**config.mk**
```make
export PLATFORM = sky130hd
export DESIGN_NAME = axi_lite_intr_ctrl
export DESIGN_NICKNAME = d
export VERILOG_FILES = /design/src/rtl/axi_lite_intr_pkg.sv /design/src/rtl/axi_lite_intr_ctrl_src_cell.sv /design/src/rtl/axi_lite_intr_ctrl.sv
export SDC_FILE = /design/constraint.sdc
export NUM_CORES = 1
export LEC_CHECK = 0
export BUFFER_PORTS_ARGS = -buffer_cell sky130_fd_sc_hd__buf_2
export CAP_MARGIN = 20
export CORE_AREA = 2 2 51 53
export CTS_CLUSTER_DIAMETER = 50
export DETAILED_ROUTE_END_ITERATION = 7
export DIE_AREA = 0 0 53 55
export HOLD_SLACK_MARGIN = 0.12
export PLACE_DENSITY_LB_ADDON = 0.1
export SYNTH_ARGS = -nofsm -noshare
export SYNTH_HDL_FRONTEND = slang
export SYNTH_SLANG_ARGS = --single-unit
```
**constraint.sdc**
```tcl
create_clock -name ACLK -period 2.7 [get_ports ACLK]
set_input_delay 0.54 -clock ACLK [delete_from_list [all_inputs] [get_ports ACLK]]
set_output_delay 0.54 -clock ACLK [all_outputs]
set_load 0.005 [all_outputs]
```
**src/rtl/axi_lite_intr_pkg.sv**
```systemverilog
// Shared register offsets, response codes and FSM state types for axi_lite_intr_ctrl.
package axi_lite_intr_pkg;

  localparam logic [4:0] OffGie  = 5'h00;
  localparam logic [4:0] OffIer  = 5'h04;
  localparam logic [4:0] OffIsr  = 5'h08;
  localparam logic [4:0] OffIar  = 5'h0C;
  localparam logic [4:0] OffIpr  = 5'h10;
  localparam logic [4:0] OffMode = 5'h14;

  localparam logic [1:0] RespOkay = 2'b00;

  typedef enum logic {WIdle, WResp} w_state_e;
  typedef enum logic {RIdle, RData} r_state_e;

  // Byte-lane merge of write data into an existing register value.
  function automatic logic [31:0] strb_merge(logic [31:0] old_val, logic [31:0] new_val,
                                             logic [3:0] strb);
    logic [31:0] mask;
    for (int i = 0; i < 4; i++) begin
      mask[8*i +: 8] = {8{strb[i]}};
    end
    return (old_val & ~mask) | (new_val & mask);
  endfunction

endpackage

```
**src/rtl/axi_lite_intr_ctrl_src_cell.sv**
```systemverilog
// One interrupt source: optional two-flop synchroniser (INTR_SYNC_EN), edge detect and ISR bit.
module intr_src_cell
  import axi_lite_intr_pkg::*;
(
  input  logic clk_i,
  input  logic rst_ni,
  input  logic intr_i,
  input  logic edge_mode_i,
  input  logic clr_i,
  output logic isr_o
);

  logic src;
  logic hist_q;
  logic isr_q, isr_d;
  logic set;

`ifdef INTR_SYNC_EN
  logic [1:0] sync_q;

  always_ff @(posedge clk_i or negedge rst_ni) begin
    if (!rst_ni) begin
      sync_q <= '0;
    end else begin
      sync_q <= {sync_q[0], intr_i};
    end
  end

  assign src = sync_q[1];
`else
  assign src = intr_i;
`endif

  // A set on the same edge as a clear wins; level sources re-set while high.
  always_comb begin
    set   = edge_mode_i ? (src & ~hist_q) : src;
    isr_d = set | (isr_q & ~clr_i);
  end

  always_ff @(posedge clk_i or negedge rst_ni) begin
    if (!rst_ni) begin
      hist_q <= 1'b0;
      isr_q  <= 1'b0;
    end else begin
      hist_q <= src;
      isr_q  <= isr_d;
    end
  end

  assign isr_o = isr_q;

endmodule

```
**src/rtl/axi_lite_intr_ctrl.sv**
```systemverilog
// AXI4-Lite interrupt controller for up to 32 sources with edge/level capture and irq output.
// Define INTR_SYNC_EN to pass each intr bit through a two-flop synchroniser.
module axi_lite_intr_ctrl
  import axi_lite_intr_pkg::*;
#(
  parameter int unsigned C_NUM_INTR         = 1,
  parameter int unsigned C_S_AXI_ADDR_WIDTH = 5,
  parameter int unsigned C_IRQ_SENSITIVITY  = 1,
  parameter int unsigned C_IRQ_ACTIVE_STATE = 1
) (
  input  logic                          ACLK,
  input  logic                          ARESETN,
  input  logic [C_NUM_INTR-1:0]         intr,
  input  logic [C_S_AXI_ADDR_WIDTH-1:0] S_AXI_AWADDR,
  input  logic [2:0]                    S_AXI_AWPROT,
  input  logic                          S_AXI_AWVALID,
  output logic                          S_AXI_AWREADY,
  input  logic [31:0]                   S_AXI_WDATA,
  input  logic [3:0]                    S_AXI_WSTRB,
  input  logic                          S_AXI_WVALID,
  output logic                          S_AXI_WREADY,
  output logic [1:0]                    S_AXI_BRESP,
  output logic                          S_AXI_BVALID,
  input  logic                          S_AXI_BREADY,
  input  logic [C_S_AXI_ADDR_WIDTH-1:0] S_AXI_ARADDR,
  input  logic [2:0]                    S_AXI_ARPROT,
  input  logic                          S_AXI_ARVALID,
  output logic                          S_AXI_ARREADY,
  output logic [31:0]                   S_AXI_RDATA,
  output logic [1:0]                    S_AXI_RRESP,
  output logic                          S_AXI_RVALID,
  input  logic                          S_AXI_RREADY,
  output logic                          irq
);

  localparam logic IrqActive = 1'(C_IRQ_ACTIVE_STATE);

  w_state_e w_state_q, w_state_d;
  r_state_e r_state_q, r_state_d;

  logic                  gie_q, gie_d;
  logic [C_NUM_INTR-1:0] ier_q, ier_d;
  logic [C_NUM_INTR-1:0] mode_q, mode_d;
  logic [C_NUM_INTR-1:0] isr, ipr, iar_clr;
  logic [31:0]           rdata_q, rdata_d, rd_word;
  logic [31:0]           gie_wr, ier_wr, mode_wr, clr_wr;
  logic [4:0]            wr_addr, rd_addr;
  logic                  wr_en, rd_en;
  logic                  pend_any, pend_q;
  logic                  irq_q, irq_d, irq_set;
  logic                  unused_sigs;

  assign wr_addr = {S_AXI_AWADDR[4:2], 2'b00};
  assign rd_addr = {S_AXI_ARADDR[4:2], 2'b00};

  // Handshake outputs are held low while reset is asserted.
  assign wr_en = ARESETN & (w_state_q == WIdle) & S_AXI_AWVALID & S_AXI_WVALID;
  assign rd_en = ARESETN & (r_state_q == RIdle) & S_AXI_ARVALID;

  assign gie_wr  = strb_merge({31'b0, gie_q}, S_AXI_WDATA, S_AXI_WSTRB);
  assign ier_wr  = strb_merge(32'(ier_q), S_AXI_WDATA, S_AXI_WSTRB);
  assign mode_wr = strb_merge(32'(mode_q), S_AXI_WDATA, S_AXI_WSTRB);
  assign clr_wr  = strb_merge(32'h0, S_AXI_WDATA, S_AXI_WSTRB);

  always_comb begin
    w_state_d = w_state_q;
    gie_d     = gie_q;
    ier_d     = ier_q;
    mode_d    = mode_q;
    iar_clr   = '0;
    unique case (w_state_q)
      WIdle: begin
        if (wr_en) begin
          w_state_d = WResp;
          case (wr_addr)
            OffGie:  gie_d   = gie_wr[0];
            OffIer:  ier_d   = ier_wr[C_NUM_INTR-1:0];
            OffIar:  iar_clr = clr_wr[C_NUM_INTR-1:0];
            OffMode: mode_d  = mode_wr[C_NUM_INTR-1:0];
            default: ;
          endcase
        end
      end
      WResp: begin
        if (S_AXI_BREADY) begin
          w_state_d = WIdle;
        end
      end
      default: w_state_d = WIdle;
    endcase
  end

  always_comb begin
    rd_word = '0;
    case (rd_addr)
      OffGie:  rd_word[0] = gie_q;
      OffIer:  rd_word    = 32'(ier_q);
      OffIsr:  rd_word    = 32'(isr);
      OffIpr:  rd_word    = 32'(ipr);
      OffMode: rd_word    = 32'(mode_q);
      default: rd_word    = '0;
    endcase
  end

  always_comb begin
    r_state_d = r_state_q;
    rdata_d   = rdata_q;
    unique case (r_state_q)
      RIdle: begin
        if (rd_en) begin
          r_state_d = RData;
          rdata_d   = rd_word;
        end
      end
      RData: begin
        if (S_AXI_RREADY) begin
          r_state_d = RIdle;
        end
      end
      default: r_state_d = RIdle;
    endcase
  end

  for (genvar i = 0; i < C_NUM_INTR; i++) begin : g_src
    intr_src_cell u_cell (
      .clk_i       (ACLK),
      .rst_ni      (ARESETN),
      .intr_i      (intr[i]),
      .edge_mode_i (mode_q[i]),
      .clr_i       (iar_clr[i]),
      .isr_o       (isr[i])
    );
  end

  assign ipr      = isr & ier_q;
  assign pend_any = gie_q & (|ipr);

  // Edge output style pulses only on the rise of pend_any.
  always_comb begin
    irq_set = (C_IRQ_SENSITIVITY != 0) ? pend_any : (pend_any & ~pend_q);
    irq_d   = irq_set ? IrqActive : ~IrqActive;
  end

  always_ff @(posedge ACLK or negedge ARESETN) begin
    if (!ARESETN) begin
      w_state_q <= WIdle;
      r_state_q <= RIdle;
      gie_q     <= 1'b0;
      ier_q     <= '0;
      mode_q    <= '0;
      rdata_q   <= '0;
      pend_q    <= 1'b0;
      irq_q     <= ~IrqActive;
    end else begin
      w_state_q <= w_state_d;
      r_state_q <= r_state_d;
      gie_q     <= gie_d;
      ier_q     <= ier_d;
      mode_q    <= mode_d;
      rdata_q   <= rdata_d;
      pend_q    <= pend_any;
      irq_q     <= irq_d;
    end
  end

  assign S_AXI_AWREADY = wr_en;
  assign S_AXI_WREADY  = wr_en;
  assign S_AXI_BVALID  = (w_state_q == WResp);
  assign S_AXI_BRESP   = RespOkay;
  assign S_AXI_ARREADY = rd_en;
  assign S_AXI_RVALID  = (r_state_q == RData);
  assign S_AXI_RDATA   = rdata_q;
  assign S_AXI_RRESP   = RespOkay;
  assign irq           = irq_q;

  assign unused_sigs = ^{S_AXI_AWADDR, S_AXI_ARADDR, S_AXI_AWPROT, S_AXI_ARPROT,
                         gie_wr, ier_wr, mode_wr, clr_wr};

endmodule

```
Word-level counts from Yosys, hierarchy flattened
Cells that the tools add are included.
Widths: inputs -> output; s select.
{ "op_classes": {"n_reduce_logical": 6, "shifts": 0, "n_bitwise": 22, "muxes": 12, "mul": 0, "n_lt_le_gt_ge": 0, "div": 0, "eq_ne": 7, "add_sub_neg": 0} }
{ "op_table": {"columns": ["cell", "count"], "rows": [
  ["$and 1x1->1", 13],
  ["$logic_not 5->1", 2],
  ["$eq 3x3->1 const B", 3],
  ["$mux 1", 9],
  ["$reduce_and 3->1", 3],
  ["$eq 3x1->1 const B", 2],
  ["$eq 3x2->1 const B", 2],
  ["$not 1->1", 5],
  ["$pmux 1 s5", 1],
  ["$or 1x1->1", 4],
  ["$pmux 1 s2", 2],
  ["$reduce_and 2->1", 1]
]} }
{ "totals": {"register_bits": 9, "word_cells": 56, "rom_bits": 0, "inputBits": 60, "mem_count": 0, "out_inout_bits": 42, "ramBits": 0, "latchBits": 0} }

Logic depth before layout (Yosys ltp)
Gate-level depths: netlist of the first run.
{ "logic_depth": {"ltp_word": 9, "depth_mapped": 4, "mapped_depth_nobuf": 3} }

Hierarchy
A second synthesis of the first run with hierarchy kept.
{ "hier_totals": {"hier_cells": 78, "hier_area_um2": 706.9} }
{ "by_module_without_submodules": {"columns": ["module", "instances", "area_per_inst_um2", "seq_area_each_um2", "cells_per_inst"], "rows": [
  ["axi_lite_intr_ctrl", 1, 640.6, 175.2, 73],
  ["intr_src_cell", 1, 66.3, 50.0, 5]
]} }

Worst setup path before layout of the first run
OpenSTA, ideal clock, no wires.
{ "synth_timing": {"path_kind": "input -> output", "startpoint": "input ARESETN", "endpoint": "output S_AXI_WREADY", "arrival_ps": 992, "setup_slack_ps": 1168, "path_buffers": 2, "cell_stages": 3, "required_ps": 2160, "cell_sequence": "and4b_1 buf_4 buf_4"} }
{ "synth_between": {"elab_chain_cells": 3} }
{ "synth_lines": {"columns": ["item", "line", "rtl"], "rows": [
  ["from (decl)", "axi_lite_intr_ctrl.sv:12", "input logic ARESETN,"],
  ["$and 1x1->1 (3 in a row)", "axi_lite_intr_ctrl.sv:57", "assign wr_en = ARESETN & (w_state_q == WIdle) & S_AXI_AWVALID & S_AXI_WVALID;"],
  ["to (decl)", "axi_lite_intr_ctrl.sv:21", "output logic S_AXI_WREADY,"]
]} }
No other way between the ends.

Worst setup path in the final report of the first run
{ "layout_timing": {"startpoint": "input ARESETN", "endpoint": "output S_AXI_AWREADY"} }
{ "layout_between": {"elab_chain_cells": 3} }
{ "layout_lines": {"columns": ["item", "line", "rtl"], "rows": [
  ["$and 1x1->1 (3 in a row)", "axi_lite_intr_ctrl.sv:57", null],
  ["to (decl)", "axi_lite_intr_ctrl.sv:17", "output logic S_AXI_AWREADY,"]
]} }
No other way between the ends.

==> results of run 1 <==
cell usage after synthesis, types with 2 or more instances:
library cell / number / area (um^2)
buf_4: 37 / 277.8
and3_1: 2 / 12.51
dfrtp_1: 9 / 225.2
and2b_1: 2 / 15.01
inv_1: 4 / 15.01
nand3_1: 3 / 15.01
through the flow:
| stage | hold WS, ps | setup slack, ps | utilization, % | total power [mW] |
|---|---|---|---|---|
| after floorplan | 244.4 | 1168 | - | 0.2305 |
| after global placement | 417.0 | 826.5 | 30.26 | 0.2205 |
| after detailed placement | 417.4 | 833.3 | 30.26 | 0.2213 |
| after CTS | 129.4 | 829.1 | 31.38 | 0.3291 |
| after global routing | 128.2 | 772.0 | 31.38 | 0.3475 |
| final | 124.3 | 859.6 | 31.38 | 0.3244 |
cells by family (layout without fill, tap and decap cells):
group                  count (synthesis)  in the layout  synth area share [%]
AOI/OAI and AO/OA                      6              6                 6.796
buffers and inverters                 41             30                 40.77
DFF                                    9              9                 31.36
muxes                                  4              4                 6.619
other                                  1             35                0.5221
and+or+nand+nor                       15             15                 13.94
layer usage:
layer	share of wire, %	vias to the layer above	global-route usage (%)
met5	0	-	0
met4	0.99	0	7.692
met3	17	2	3.495
met2	40	36	11.67
met1	43	195	9.688
li1	-	227	-
layout make-up:
cell class                      count  share of cell area, %
Inverter                            4                  2.024
Multi-Input combinational cell     60                  44.18
Tap cell                           30                  5.059
Sequential cell                     9                  30.35
Timing Repair Buffer               22                  14.84
Clock buffer                        4                  3.541
worst max-delay path, stage by stage:
cell and delay (ps):
buf_2 220, and4b_1 380, buf_2 160
worst max path at each step:
stage / end / slack [ps] / depth (start not counted)
after floorplan: S_AXI_WREADY / 1170 / 3
after global placement: S_AXI_WREADY / 830 / 3
after detailed placement: S_AXI_AWREADY / 830 / 3
after CTS: S_AXI_AWREADY / 830 / 3
after global routing: S_AXI_AWREADY / 770 / 3
final: S_AXI_AWREADY / 860 / 3
report_power, final:
group	switching, mW	internal [mW]
sequential	0.00848	0.148
clock	0.0491	0.0570
combinational	0.0333	0.0289
total	0.0908	0.234
==> flow_metrics.py, run 1 <==
metrics = {
    "critical_path": {
        "worstPathRequired_ps": 2160,
        "worstPathArrival_ps": 1300,
        "end_kind": "output port",
        "cp-start-kind": "primary input",
        "critPathLaunch": "ARESETN",
        "r2r_slack_ps": 1340,
        "crit_fanout": 11,
        "reg2regPathDepth": 3,
        "path_class": "in2out",
        "r2r-start": "S_AXI_BVALID$_DFF_PN0_",
    },
    "cts": {
        "cts-root-buf": "clkbuf_4",
        "htree_levels": 1,
        "clk_pin_slew_ps": 60,
        "clk_latency_ps": 260,
        "postCtsHoldBufs": 0,
        "clock_sinks": 9,
        "post_cts_resized": 0,
        "cts_buffer_depth": 2,
        "post-cts-setup-buffers": 0,
        "cts_tree": "yes",
        "cts_inserted_buffers": 3,
    },
    "layout": {
        "diodes": 0,
        "nNetsFinal": 160,
        "area_growth_pct": 3.310,
        "drive_gt1_share_pct": 29.29,
        "seqCellArea_um2": 225.2,
        "multi_input_area_um2": 327.8,
        "finalNonFillerCells": 129,
        "final_cell_mix": "conb_1 (35), buf_2 (22), dfrtp_1 (9)",
        "design_area_um2": 742.0,
        "nFillCells": 269,
        "mostFrequentLayoutCell": "conb_1",
    },
    "floorplanning": {
        "num_io_pins": 102,
        "dieArea_um2": 2915,
        "core_um2": 2365,
        "die_w_um": 53,
        "die_y_um": 55,
        "rows": 18,
        "start_util_pct": 30.37,
    },
    "hold_path": {
        "hold_class": "in2async",
    },
    "placed_design": {
        "dpl.cell_count": 125,
        "postPlaceCellArea_um2": 715.7,
        "routabilityCongestion": 0.7033,
        "port_buffers": 22,
    },
    "synth": {
        "avgSynthCellArea_um2": 9.450,
        "synth_edf_count": 0,
        "yosysWarnings": 0,
        "syn_inst": 76,
        "ys_seq_area_share_pct": 31.36,
        "async_flop_share_pct": 100.0,
        "synth_ff_type": "dfrtp_1",
        "syn-cell-area_um2": 718.2,
        "ys_types": 25,
        "synth-seq-cells": 9,
    },
    "timing": {
        "setup_tns_ps": 0,
        "hold_viol": 0,
        "fin_crit_ps": 1840,
        "grt_setup_unrepaired": "no",
        "finalSetupViolations": 0,
        "slew_violations": 0,
        "finClkSkew_ps": 4.060,
        "max_freq_mhz": 543.4,
        "period_share_pct": 68.16,
    },
    "global_routing": {
        "grt_max_degree": 12,
        "grt_usage_pct": 8.376,
        "grt_pass1_wl_um": 1628,
        "antenna_found_initial": 0,
        "grt_overflow_total": 0,
        "grt_pass1_vias": 366,
    },
    "pwr": {
        "vdd_drop_max_mv": 0.1461,
        "p_leak_nw": 0.4586,
        "powerDensity_nw_per_um2": 437.2,
    },
    "job": {
        "cap_violations": 0,
    },
    "routing": {
        "post_drt_via_cell_ratio": 3.566,
        "drt-total-wl_um": 1114,
        "via_count": 460,
        "drt_first_pass_iters": 3,
        "post_drt_wl_per_cell_um": 8.636,
        "drtAntennaViolNets": 0,
        "drc": 0,
        "drt_iter0_drc": 2,
    },
    "status": {
        "status": "finished clean",
    },
}
No activity file was read; power rests on OpenSTA's default activity.
==> run 2, diff against run 1 <==
--- a/config.mk
+++ b/config.mk
@@ -7,10 +7,10 @@
 export LEC_CHECK = 0
 export BUFFER_PORTS_ARGS = -buffer_cell sky130_fd_sc_hd__buf_2
 export CAP_MARGIN = 20
-export CORE_AREA = 2 2 51 53
+export CORE_AREA = 2 2 52 54
 export CTS_CLUSTER_DIAMETER = 50
 export DETAILED_ROUTE_END_ITERATION = 7
-export DIE_AREA = 0 0 53 55
+export DIE_AREA = 0 0 54 56
 export HOLD_SLACK_MARGIN = 0.12
 export PLACE_DENSITY_LB_ADDON = 0.1
 export SYNTH_ARGS = -nofsm -noshare
==> constraint.sdc (replaced) <==
create_clock -name ACLK -period 1.9 [get_ports ACLK]
set_input_delay 0.38 -clock ACLK [delete_from_list [all_inputs] [get_ports ACLK]]
set_output_delay 0.38 -clock ACLK [all_outputs]
set_load 0.005 [all_outputs]
==> flow_metrics.py, run 2 (synthesis gave the netlist of run 1 again) <==
metrics = {
    "status": {
        "status": "finished clean",
    },
    "global_routing": {
        "antenna_found_initial": 0,
        "grt_pass1_vias": 410,
        "grt_overflow_total": 0,
        "grt_pass1_wl_um": 1697,
        "grt_usage_pct": 7.970,
        "grt_max_degree": 10,
    },
    "routing": {
        "post_drt_wl_per_cell_um": 8.641,
        "drt_first_pass_iters": 4,
        "m1WireLength_um": 455,
        "drt_iter0_drc": 6,
        "drt-total-wl_um": 1132,
        "drtAntennaViolNets": 0,
        "wl_met2_um": 501,
        "via_count": 475,
        "route.met3.wl_um": 148,
        "top_layer_used": "met4",
        "drc": 0,
        "post_drt_via_cell_ratio": 3.626,
    },
    "cts": {
        "post_cts_resized": 0,
        "cts_tree": "yes",
        "clk_pin_slew_ps": 60,
        "clock_sinks": 9,
        "cts_buffer_depth": 2,
        "htree_levels": 1,
        "cts-root-buf": "clkbuf_4",
        "cts_inserted_buffers": 3,
        "clk_latency_ps": 250,
    },
    "placed_design": {
        "hpwl_um": 969.2,
        "routabilityCongestion": 0.6050,
        "dp_slack_ps": 471.5,
        "port_buffers": 22,
        "dpl.cell_count": 126,
    },
    "layout": {
        "mostFrequentLayoutCell": "conb_1",
        "finalNonFillerCells": 131,
        "nNetsFinal": 162,
        "diodes": 0,
        "drive_gt1_share_pct": 29.70,
        "area_growth_pct": 5.749,
        "final_cell_mix": "conb_1 (35), buf_2 (22), dfrtp_1 (9)",
        "nFillCells": 276,
    },
    "pwr": {
        "p_total_mw": 0.4597,
        "vdd_drop_max_mv": 0.2249,
        "p_leak_nw": 0.4675,
        "powerDensity_nw_per_um2": 605.3,
    },
    "floorplanning": {
        "core_um2": 2432,
        "start_util_pct": 29.53,
        "die_w_um": 54,
        "dieArea_um2": 3024,
        "num_io_pins": 102,
        "die_y_um": 56,
        "rows": 18,
    },
    "timing": {
        "fin_crit_ps": 1591,
        "hold_ws_ps": 249.5,
        "finClkSkew_ps": 2.650,
        "fin_ws_ps": 309.4,
        "period_share_pct": 83.71,
        "grt_setup_unrepaired": "no",
        "slew_violations": 0,
        "hold_viol": 0,
        "max_freq_mhz": 628.7,
        "finalSetupViolations": 0,
        "setup_tns_ps": 0,
    },
    "job": {
        "cap_violations": 0,
    },
    "critical_path": {
        "cp-start-kind": "flop",
        "crit_fanout": 7,
        "reg2regPathDepth": 3,
        "worstPathRequired_ps": 1520,
        "end_kind": "output port",
        "path_class": "reg2out",
        "worstPathArrival_ps": 1210,
    },
    "hold_path": {
        "whs_path_depth": 1,
        "hold_class": "in2reg",
    },
}
==> run 2: cell count changes in the layout (fill, tap and decap cells not counted) <==
cell and delta:
dlygate4sd3_1 +1, buf_4 +1
==> run 2: power breakdown <==
group,internal (mW),total [mW],switching (mW)
logic,0.0437,0.0923,0.0486
clock network,0.0808,0.145,0.0644
registers,0.210,0.222,0.0123
==> run 2: through the flow <==
step                      area [um^2]  util (%)
after floorplan                 845.8         -
after global placement          723.2     29.73
after detailed placement        723.2     29.73
after CTS                       759.5     31.22
after global routing            759.5     31.22
final                           759.5     31.22
==> run 2: final cells by class <==
type                    instances  area [um^2]  share of cell area [%]
flip-flops and latches          9        225.2                   29.65
well taps                      30        37.54                   4.942
multi-input cells              60        327.8                   43.16
repair buffers                 24        127.6                   16.80
inverters                       4        15.01                   1.977
clock buffers                   4        26.28                   3.460
==> run 2: routing by layer <==
metal | GRT usage [%] | vias up
met5 | 0 | -
met4 | 7.500 | 0
met3 | 1.075 | 2
met2 | 12.02 | 39
met1 | 9.211 | 199
li1 | - | 235
==> run 2: worst paths after layout <==
check,startpoint,end,slack [ps]
max,S_AXI_BVALID$_DFF_PN0_,S_AXI_AWREADY,310
min,intr,g_src[0].u_cell.hist_q$_DFF_PN0_,250
max reg2reg,S_AXI_BVALID$_DFF_PN0_,flop,550
min reg2reg,S_AXI_RVALID$_DFF_PN0_,S_AXI_RVALID$_DFF_PN0_,500
max in group asynchronous,ARESETN,S_AXI_RDATA[0]$_DFFE_PN0P_,1130
min in group asynchronous,ARESETN,async pin,640
==> run 2: critical path, stage by stage, from the launching register on <==
cell and delay [ps]:
dfrtp_1 400, and4b_1 390, buf_2 160
==> run 2: repair_timing <==
item                                   4_1_cts  5_1_grt
buffers inserted                             0        0
hold buffers                                 1        0
endpoints found under the hold margin        9        0
